### config.mk
export PLATFORM = sky130hd
export DESIGN_NAME = wb_ctrl_pipe
export DESIGN_NICKNAME = d
export VERILOG_FILES = /design/src/rtl/wb_pkg.sv /design/src/rtl/wb_src_sel.sv /design/src/rtl/wb_ctrl_pipe.sv
export SDC_FILE = /design/constraint.sdc
export NUM_CORES = 1
export LEC_CHECK = 0
export ABC_AREA = 1
export CORE_MARGIN = 3
export CORE_UTILIZATION = 41
export DETAILED_ROUTE_END_ITERATION = 8
export PLACE_DENSITY_LB_ADDON = 0.1
export REMOVE_ABC_BUFFERS = 1
export SLEW_MARGIN = 30
export SYNTH_ARGS = -nofsm -noshare
export SYNTH_HDL_FRONTEND = slang
export SYNTH_SLANG_ARGS = --single-unit
### constraint.sdc
create_clock -name clk -period 1.8 [get_ports clk]
set_input_delay 0.54 -clock clk [delete_from_list [all_inputs] [get_ports clk]]
set_output_delay 0.54 -clock clk [all_outputs]
set_load 0.01 [all_outputs]
### src/rtl/wb_pkg.sv
// Shared definitions for the writeback stage: opcode constants, opcode
// class masks, the control FSM states and the writeback source selector.
package wb_pkg;

  // Opcodes (instr[15:11]) that need a non-ALU writeback source
  localparam logic [4:0] OP_LD   = 5'b10001;
  localparam logic [4:0] OP_STU  = 5'b10011;
  localparam logic [4:0] OP_LBI  = 5'b11000;
  localparam logic [4:0] OP_SEQ  = 5'b11100;
  localparam logic [4:0] OP_SLT  = 5'b11101;
  localparam logic [4:0] OP_SLE  = 5'b11110;
  localparam logic [4:0] OP_SCO  = 5'b11111;
  localparam logic [4:0] OP_JAL  = 5'b00110;
  localparam logic [4:0] OP_JALR = 5'b00111;

  // Opcode classes: (opcode & CLASS_MASK) == CLASS_xxx
  localparam logic [4:0] CLASS_MASK  = 5'b11100;
  localparam logic [4:0] CLASS_ALU_A = 5'b01000;
  localparam logic [4:0] CLASS_ALU_B = 5'b10100;
  localparam logic [4:0] CLASS_ALU_C = 5'b11000;
  localparam logic [4:0] CLASS_FLAG  = 5'b11100;

  typedef enum logic {
    IDLE     = 1'b0,
    WAIT_MEM = 1'b1
  } wb_state_e;

  typedef enum logic [2:0] {
    SRC_ALU  = 3'd0,
    SRC_IMM8 = 3'd1,
    SRC_MEM  = 3'd2,
    SRC_ZERO = 3'd3,
    SRC_LT   = 3'd4,
    SRC_LTE  = 3'd5,
    SRC_CO   = 3'd6,
    SRC_PC2  = 3'd7
  } wb_src_e;

endpackage

### src/rtl/wb_src_sel.sv
// Opcode decoder for the writeback stage: picks which value gets written
// back and flags loads, which must wait for memory before writing.
module wb_src_sel
  import wb_pkg::*;
(
  input  logic [4:0] opcode_i,
  output wb_src_e    src_o,
  output logic       is_load_o
);

  // Everything not explicitly listed (including the ALU classes and
  // LBI's neighbours in 110xx) writes back the ALU result.
  always_comb begin
    src_o     = SRC_ALU;
    is_load_o = 1'b0;
    case (opcode_i)
      OP_LD: begin
        src_o     = SRC_MEM;
        is_load_o = 1'b1;
      end
      OP_LBI:           src_o = SRC_IMM8;
      OP_SEQ:           src_o = SRC_ZERO;
      OP_SLT:           src_o = SRC_LT;
      OP_SLE:           src_o = SRC_LTE;
      OP_SCO:           src_o = SRC_CO;
      OP_JAL, OP_JALR:  src_o = SRC_PC2;
      default:          src_o = SRC_ALU;
    endcase
  end

endmodule

### src/rtl/wb_ctrl_pipe.sv
// Writeback stage of the 16-bit pipelined core. Non-load results are
// written one cycle after acceptance; loads park in WAIT_MEM until the
// memory completes, the timeout expires, or the pipeline flushes.
module wb_ctrl_pipe
  import wb_pkg::*;
#(
  parameter int DW          = 16,
  parameter int RW          = 3,
  parameter int MEM_TIMEOUT = 15,
  parameter int FLAG_EXT    = 0
) (
  input  logic          clk,
  input  logic          rst,
  input  logic          in_valid,
  output logic          in_ready,
  input  logic          flush,
  input  logic [15:0]   instr,
  input  logic [RW-1:0] dest_reg,
  input  logic          reg_wr_en,
  input  logic [DW-1:0] alu_result,
  input  logic [DW-1:0] pc_add2,
  input  logic          zero_f,
  input  logic          lt_f,
  input  logic          lte_f,
  input  logic          co_f,
  input  logic [DW-1:0] mem_out,
  input  logic          mem_done,
  output logic          wb_en,
  output logic [RW-1:0] wb_reg,
  output logic [DW-1:0] wb_data,
  output logic          pend_valid,
  output logic [RW-1:0] pend_reg,
  output logic          mem_err
);

  // Counter is wide enough to hold MEM_TIMEOUT itself; it is cleared
  // before it could ever pass that value, so it never wraps.
  localparam int CW = $clog2(MEM_TIMEOUT + 1);
  localparam logic [CW:0] TIMEOUT_VAL = (CW + 1)'(MEM_TIMEOUT);

  wb_state_e     state_q, state_d;
  logic [CW-1:0] cnt_q, cnt_d;
  logic [CW:0]   cnt_inc;
  logic          wb_en_q, wb_en_d;
  logic [RW-1:0] wb_reg_q, wb_reg_d;
  logic [DW-1:0] wb_data_q, wb_data_d;
  logic          pend_valid_q, pend_valid_d;
  logic [RW-1:0] pend_reg_q, pend_reg_d;
  logic          pend_wr_q, pend_wr_d;
  logic          mem_err_q, mem_err_d;

  wb_src_e       src;
  logic          is_load;
  logic          accept;
  logic [DW-1:0] sel_data;
  logic          unused_instr_bits;

  // Only the opcode and the 8-bit immediate matter to this stage
  assign unused_instr_bits = ^instr[10:8];

  wb_src_sel u_src_sel (
    .opcode_i  (instr[15:11]),
    .src_o     (src),
    .is_load_o (is_load)
  );

  assign in_ready = (state_q == IDLE) && !rst;
  assign accept   = in_valid && in_ready && !flush;
  assign cnt_inc  = {1'b0, cnt_q} + {{CW{1'b0}}, 1'b1};

  // Compare results are single bits; widen them either as 0/1 or as an all-ones mask
  function automatic logic [DW-1:0] ext_flag(input logic f);
    if (FLAG_EXT != 0) return {DW{f}};
    else               return {{(DW-1){1'b0}}, f};
  endfunction

  // Mux the writeback value for the instruction being accepted
  always_comb begin
    sel_data = alu_result;
    case (src)
      SRC_ALU:  sel_data = alu_result;
      SRC_IMM8: sel_data = {{(DW-8){instr[7]}}, instr[7:0]};
      SRC_MEM:  sel_data = mem_out;
      SRC_ZERO: sel_data = ext_flag(zero_f);
      SRC_LT:   sel_data = ext_flag(lt_f);
      SRC_LTE:  sel_data = ext_flag(lte_f);
      SRC_CO:   sel_data = ext_flag(co_f);
      SRC_PC2:  sel_data = pc_add2;
      default:  sel_data = alu_result;
    endcase
  end

  // Next-state logic: write strobe and error are one-cycle pulses, flush
  // in WAIT_MEM beats both a same-cycle completion and the timeout, and a
  // completion on the last allowed cycle beats the timeout.
  always_comb begin
    state_d      = state_q;
    cnt_d        = cnt_q;
    wb_en_d      = 1'b0;
    wb_reg_d     = wb_reg_q;
    wb_data_d    = wb_data_q;
    pend_valid_d = pend_valid_q;
    pend_reg_d   = pend_reg_q;
    pend_wr_d    = pend_wr_q;
    mem_err_d    = 1'b0;
    case (state_q)
      IDLE: begin
        if (accept) begin
          if (is_load) begin
            state_d      = WAIT_MEM;
            cnt_d        = '0;
            pend_valid_d = 1'b1;
            pend_reg_d   = dest_reg;
            pend_wr_d    = reg_wr_en;
          end else if (reg_wr_en) begin
            wb_en_d   = 1'b1;
            wb_reg_d  = dest_reg;
            wb_data_d = sel_data;
          end
        end
      end
      WAIT_MEM: begin
        if (flush) begin
          state_d      = IDLE;
          cnt_d        = '0;
          pend_valid_d = 1'b0;
        end else if (mem_done) begin
          state_d      = IDLE;
          cnt_d        = '0;
          pend_valid_d = 1'b0;
          if (pend_wr_q) begin
            wb_en_d   = 1'b1;
            wb_reg_d  = pend_reg_q;
            wb_data_d = mem_out;
          end
        end else if (cnt_inc == TIMEOUT_VAL) begin
          state_d      = IDLE;
          cnt_d        = '0;
          pend_valid_d = 1'b0;
          mem_err_d    = 1'b1;
        end else begin
          cnt_d = cnt_inc[CW-1:0];
        end
      end
      default: state_d = IDLE;
    endcase
  end

  // State and output registers; reset discards any pending load
  always_ff @(posedge clk or posedge rst) begin
    if (rst) begin
      state_q      <= IDLE;
      cnt_q        <= '0;
      wb_en_q      <= 1'b0;
      wb_reg_q     <= '0;
      wb_data_q    <= '0;
      pend_valid_q <= 1'b0;
      pend_reg_q   <= '0;
      pend_wr_q    <= 1'b0;
      mem_err_q    <= 1'b0;
    end else begin
      state_q      <= state_d;
      cnt_q        <= cnt_d;
      wb_en_q      <= wb_en_d;
      wb_reg_q     <= wb_reg_d;
      wb_data_q    <= wb_data_d;
      pend_valid_q <= pend_valid_d;
      pend_reg_q   <= pend_reg_d;
      pend_wr_q    <= pend_wr_d;
      mem_err_q    <= mem_err_d;
    end
  end

  assign wb_en      = wb_en_q;
  assign wb_reg     = wb_reg_q;
  assign wb_data    = wb_data_q;
  assign pend_valid = pend_valid_q;
  assign pend_reg   = pend_reg_q;
  assign mem_err    = mem_err_q;

endmodule

# Word level (Yosys, flattened, before mapping)
# Cells that the tools add are included.
# word_totals
out_inout_bits	26
regBits	31
word_cells	92
input_bits	77
# op_classes
n_reduce_logical	11
n_addsub	1
muxes	46
bitwise	1
n_eq_ne	24
# ops
cell	n
case mux 16 bit (8 select lines)	1
two-way mux 16 bit	6
case mux 16 bit (2 select lines)	1
== test 5 bit, second input constant	6
two-way mux 1 bit	21
case mux 3 bit (7 select lines)	1
two-way mux 4 bit	5
two-way mux 3 bit	6
== test 3 bit, second input constant	4
!= test 2 bit, second input constant	6
== test 5 x 3 -> 1 bit, second input constant	2
case mux 4 bit (2 select lines)	1
== test 3 x 2 -> 1 bit, second input constant	2
case mux 1 bit (2 select lines)	3
case mux 3 bit (2 select lines)	1
AND reduction 3 bit	2
AND reduction 6 bit	1
adder 4 x 1 -> 5 bit, second input constant	1
== test 5 x 4 -> 1 bit, second input constant	1
!= test 4 x 3 -> 1 bit, second input constant	1
== test 3 x 1 -> 1 bit, second input constant	1
logical AND 1 bit	3
logical NOT 3 bit	1
logical NOT 1 bit	2
4 further kinds	4

# Depth between registers and ports, before layout
# depth
depth_word	9
mapped_depth	10

# By module
# A second synthesis with hierarchy kept.
# unflattened
cells_unflattened	318
hier_area_um2	2135.8
# by_module_without_submodules
mod	n_inst	area_per_inst_um2	cells_per_inst
wb_ctrl_pipe	1	2042.0	297
wb_src_sel	1	93.8	21

# Worst setup path after synthesis
# No wires, ideal clock.
# synth_path
path_kind	input to register
start	in instr[14]
end	reg wb_data_q[10] (netlist: wb_data[10])
setup_time_ps	117
n_path_buf	1
stages	9
arrival_time_ps	1452
setup_slack_ps	232
path_cell_list	nor2_1 inv_2 nor2_4 nor2_4 buf_6 nand3_1 nand4_1 nand2_1 nand2_1
# synth_between
elab_chain_cells	9
# synth_rtl
element	line_no	source
start: declaration	wb_ctrl_pipe.sv:17	input logic [15:0] instr,
== test 5 x 3 -> 1 bit	wb_src_sel.sv:16	case (opcode_i)
OR reduction 2 bit	wb_src_sel.sv:16	
case mux 3 bit (7 select lines)	wb_src_sel.sv:16	
== test 3 bit (tied with other cells)	wb_ctrl_pipe.sv:80	case (src)
case mux 16 bit (8 select lines)	wb_ctrl_pipe.sv:80	
two-way mux 16 bit	wb_ctrl_pipe.sv:115	end else if (reg_wr_en) begin
two-way mux 16 bit	wb_ctrl_pipe.sv:109	if (is_load) begin
two-way mux 16 bit	wb_ctrl_pipe.sv:108	if (accept) begin
case mux 16 bit (2 select lines)	wb_ctrl_pipe.sv:106	case (state_q)
end signal: assignment	wb_ctrl_pipe.sv:166	wb_data_q <= wb_data_d;
end: declaration	wb_ctrl_pipe.sv:46	logic [DW-1:0] wb_data_q, wb_data_d;
# Several ways; a longest one is shown, not always the timed one. The select of a mux whose other input is x is not followed.
# A chain may end at the register's enable or synchronous reset.

# Worst setup path in the final report
# layout_path
start	in rst
end	out in_ready
# layout_between
elab_chain_cells	2
# layout_rtl
element	line_no	source
start: declaration	wb_ctrl_pipe.sv:13	input logic rst,
logical NOT 1 bit (no source line)	--	
logical AND 1 bit	wb_ctrl_pipe.sv:67	assign in_ready = (state_q == IDLE) && !rst;
end: declaration	wb_ctrl_pipe.sv:15	output logic in_ready,
# No other way between the ends.

==> impl_results.md <==
- Die ar.: 6030 µm²
- Final Setup Violations: 0
- Sequential area share after synthesis: 36.9%
- Worst-path clk slew: 0.06 ns
- Slew @ Worst Pin: 0.368 ns
- Post-synth EDFFs: 0
- Fillers: 398
- Gr ovfl total: 0
- Commonest non-fill, non-tap cell in the layout: nand2_1
- Post-synth top area cell: dfrtp_1
- Diode count: 0
- Fraction of registers with async set/reset: 100%
- DRC viols: 0
- P per Cell Area: 621 nW/µm²
- Worst rel slew slack: 75.4%
- RSZ-0062 raised after global routing: no
- Status: completed
- Drt first pass iters: 4
- Gate power share: about a third
- HPWL Detailed: ~5100 µm
- Via density: 4.95
- Crit Path Max Fanout: 2
- Main synth FF type: dfrtp_1
- Die W: 77.6 µm
- Critical path capture point type: output pin
- Internal: between 1.5 and 2 mW
- Core Rows: 25
- Post-layout min period: 1.75 ns
- Max Transition Viols Final: 0
- Sw frac: 28.1%
- Final hold vios: 0
- Most frequent cells in the layout: 105 x nand2_1, 93 x clkdlybuf4s50_1, 38 x nand3_1
- Area of the mapped netlist: about 2100 µm²
- Post-synth cell types: 26
- Leakage dissipation: 1.79 nW
- Total chip power: 2.20 mW
- Core area: 4850 µm²
- Clock root cell: clkbuf_8
- Worst setup SP type: input pin
- DR iter-0 viols: 100
- # hold bufs at CTS: 0
- Sequential Power Share: 38.8%
- Die H: 77.6 µm
- Total CTS buffers: 5
- First-pass GRT wire length: between 10,000 and 15,000 µm
- Yosys reg bits: 31
- I/O pin cnt: 103
- GRT Overall Usage: 22.5%
- TritonCTS clock tree: done
- Worst min path class: register to register
- ANT nets after route: 0
- Clock power share: between 20 and 30%
- Tcrit/Tclk final: 97.4%
- Worst skew pair latency: 0.28 ns
- Sink Count: 31
- Antenna violations before repair: 0
- Max Cap Viol: 0
- Worst VDD drop: roughly 0.00047 V
- Peak Freq: 0.571 GHz
- Critical Path RT: 1.26 ns
- Routed len/inst: 13.1 µm
- Port Buffers: 99
- Setup_tns: 0 ns
- Final wirelength: 6700 µm
- Largest net degree at the start of global routing: 32
- Synth area leaders: dfrtp_1 37%, nand2_1 19%, nand3_1 9.0%
- Vias in the first global route: between 2k and 2.5k
- WS Path Type: input pin to output pin
- Worst Path Arrival: 1.21 ns
- FF/Latch Area: 776 µm²
- Mean cell area of the mapped netlist: about 6.7 µm²
- Post-layout util: 73.0%
- Gate Count Post-Synth: 313
- Placer congestion estimate: roughly 0.88
- CTS Buffer Depth: 2
- Yosys warns: 0
- Layout area overhead: 68.2%
- Hold WS: 0.481 ns
- Share of layout cells above drive strength 1: 14.4%
- CTS H-Tree Depth: 2
- Starting density of the core: 43.4%
- Footprint of the multi-input gates: 1140 µm²
- Max reg flops: 16
- DR vias: 2,531
- Final clock skew: 0.0103 ns
- Final #Nets: 522
- Synth top area share: 36.9%
- Psw: 0.617 mW
## power by group through the flow
stage          sequential [mW]  combinational, mW  clock, mW
6_report                 0.853              0.721      0.622
5_1_grt                  0.869              0.785      0.666
4_1_cts                  0.852              0.727      0.635
3_5_place_dp             0.864              0.719          0
3_3_place_gp             0.862              0.708          0
2_1_floorplan            0.911              0.192          0
## through the flow
stage / setup WS [ns] / std cells / cell area [µm²]
3_3_place_gp: -0.374 / 501 / 3390
6_report: 0.0473 / 511 / 3540
2_1_floorplan: 0.206 / 301 / 2010
4_1_cts: 0.00858 / 511 / 3520
3_5_place_dp: -0.385 / 501 / 3390
5_1_grt: 0.00693 / 511 / 3540
## layer usage
layer | vias to the layer above | wire (µm) | track usage [%]
li1 | 1270 | - | -
met1 | 1169 | 2780 | 26.9
met2 | 83 | 3390 | 41.5
met3 | 9 | 439 | 4.29
met4 | 0 | 84 | 4.98
met5 | - | 0 | 0
## worst max-delay path, cell delays in order
cell             delay (ns)
clkdlybuf4s50_1        0.41
nor2_1                 0.11
buf_2                  0.15
## area by class of cell
cell class                 count  share of cell area, %
clock buffer                   7                   2.72
clock inverter                 1                  0.212
inverter                      31                   3.36
multi-input combinational    239                   32.1
sequential                    31                   21.9
tap                           67                   2.37
timing repair buffer         135                   37.3
## cell usage after synthesis, types with 4 or more instances
library cell  instances
a21oi_1              12
buf_6                 4
dfrtp_1              31
inv_1                25
inv_2                 4
nand2_1             106
nand3_1              38
nand4_1              15
nor2_1               34
nor2_4                5
o21ai_0              10
o21ai_1               4
## what timing repair did
item                                   in CTS  in global routing
resized for setup                          10                  4
setup buffers                               2                  0
setup endpoints to repair                  27                 16
pin swaps                                   1                  0
endpoints found under the hold margin       0                  0
## cell families after synthesis
kind of cell / synth area share [%]
and+or+nand+nor: 44.1
AOI/OAI and AO/OA: 7.08
adders and majority gates: 1.19
buffers and inverters: 9.93
xor gates and xnor gates: 0.833
DFF: 36.9
## path summary, 6_finish.rpt
path                       slack, ns  cells after the start     endpoint        start
max                             0.05                      3     in_ready          rst
min                             0.48                      2  wb_data[10]  wb_data[10]
max reg2reg                     0.28                      6  wb_data[13]      state_q
min reg2reg                     0.48                      2  wb_data[10]  wb_data[10]
max in group asynchronous       0.99                      3  pend_reg[0]          rst
min in group asynchronous       0.63                      3   wb_data[5]          rst
(Power assumes the default switching activity.)
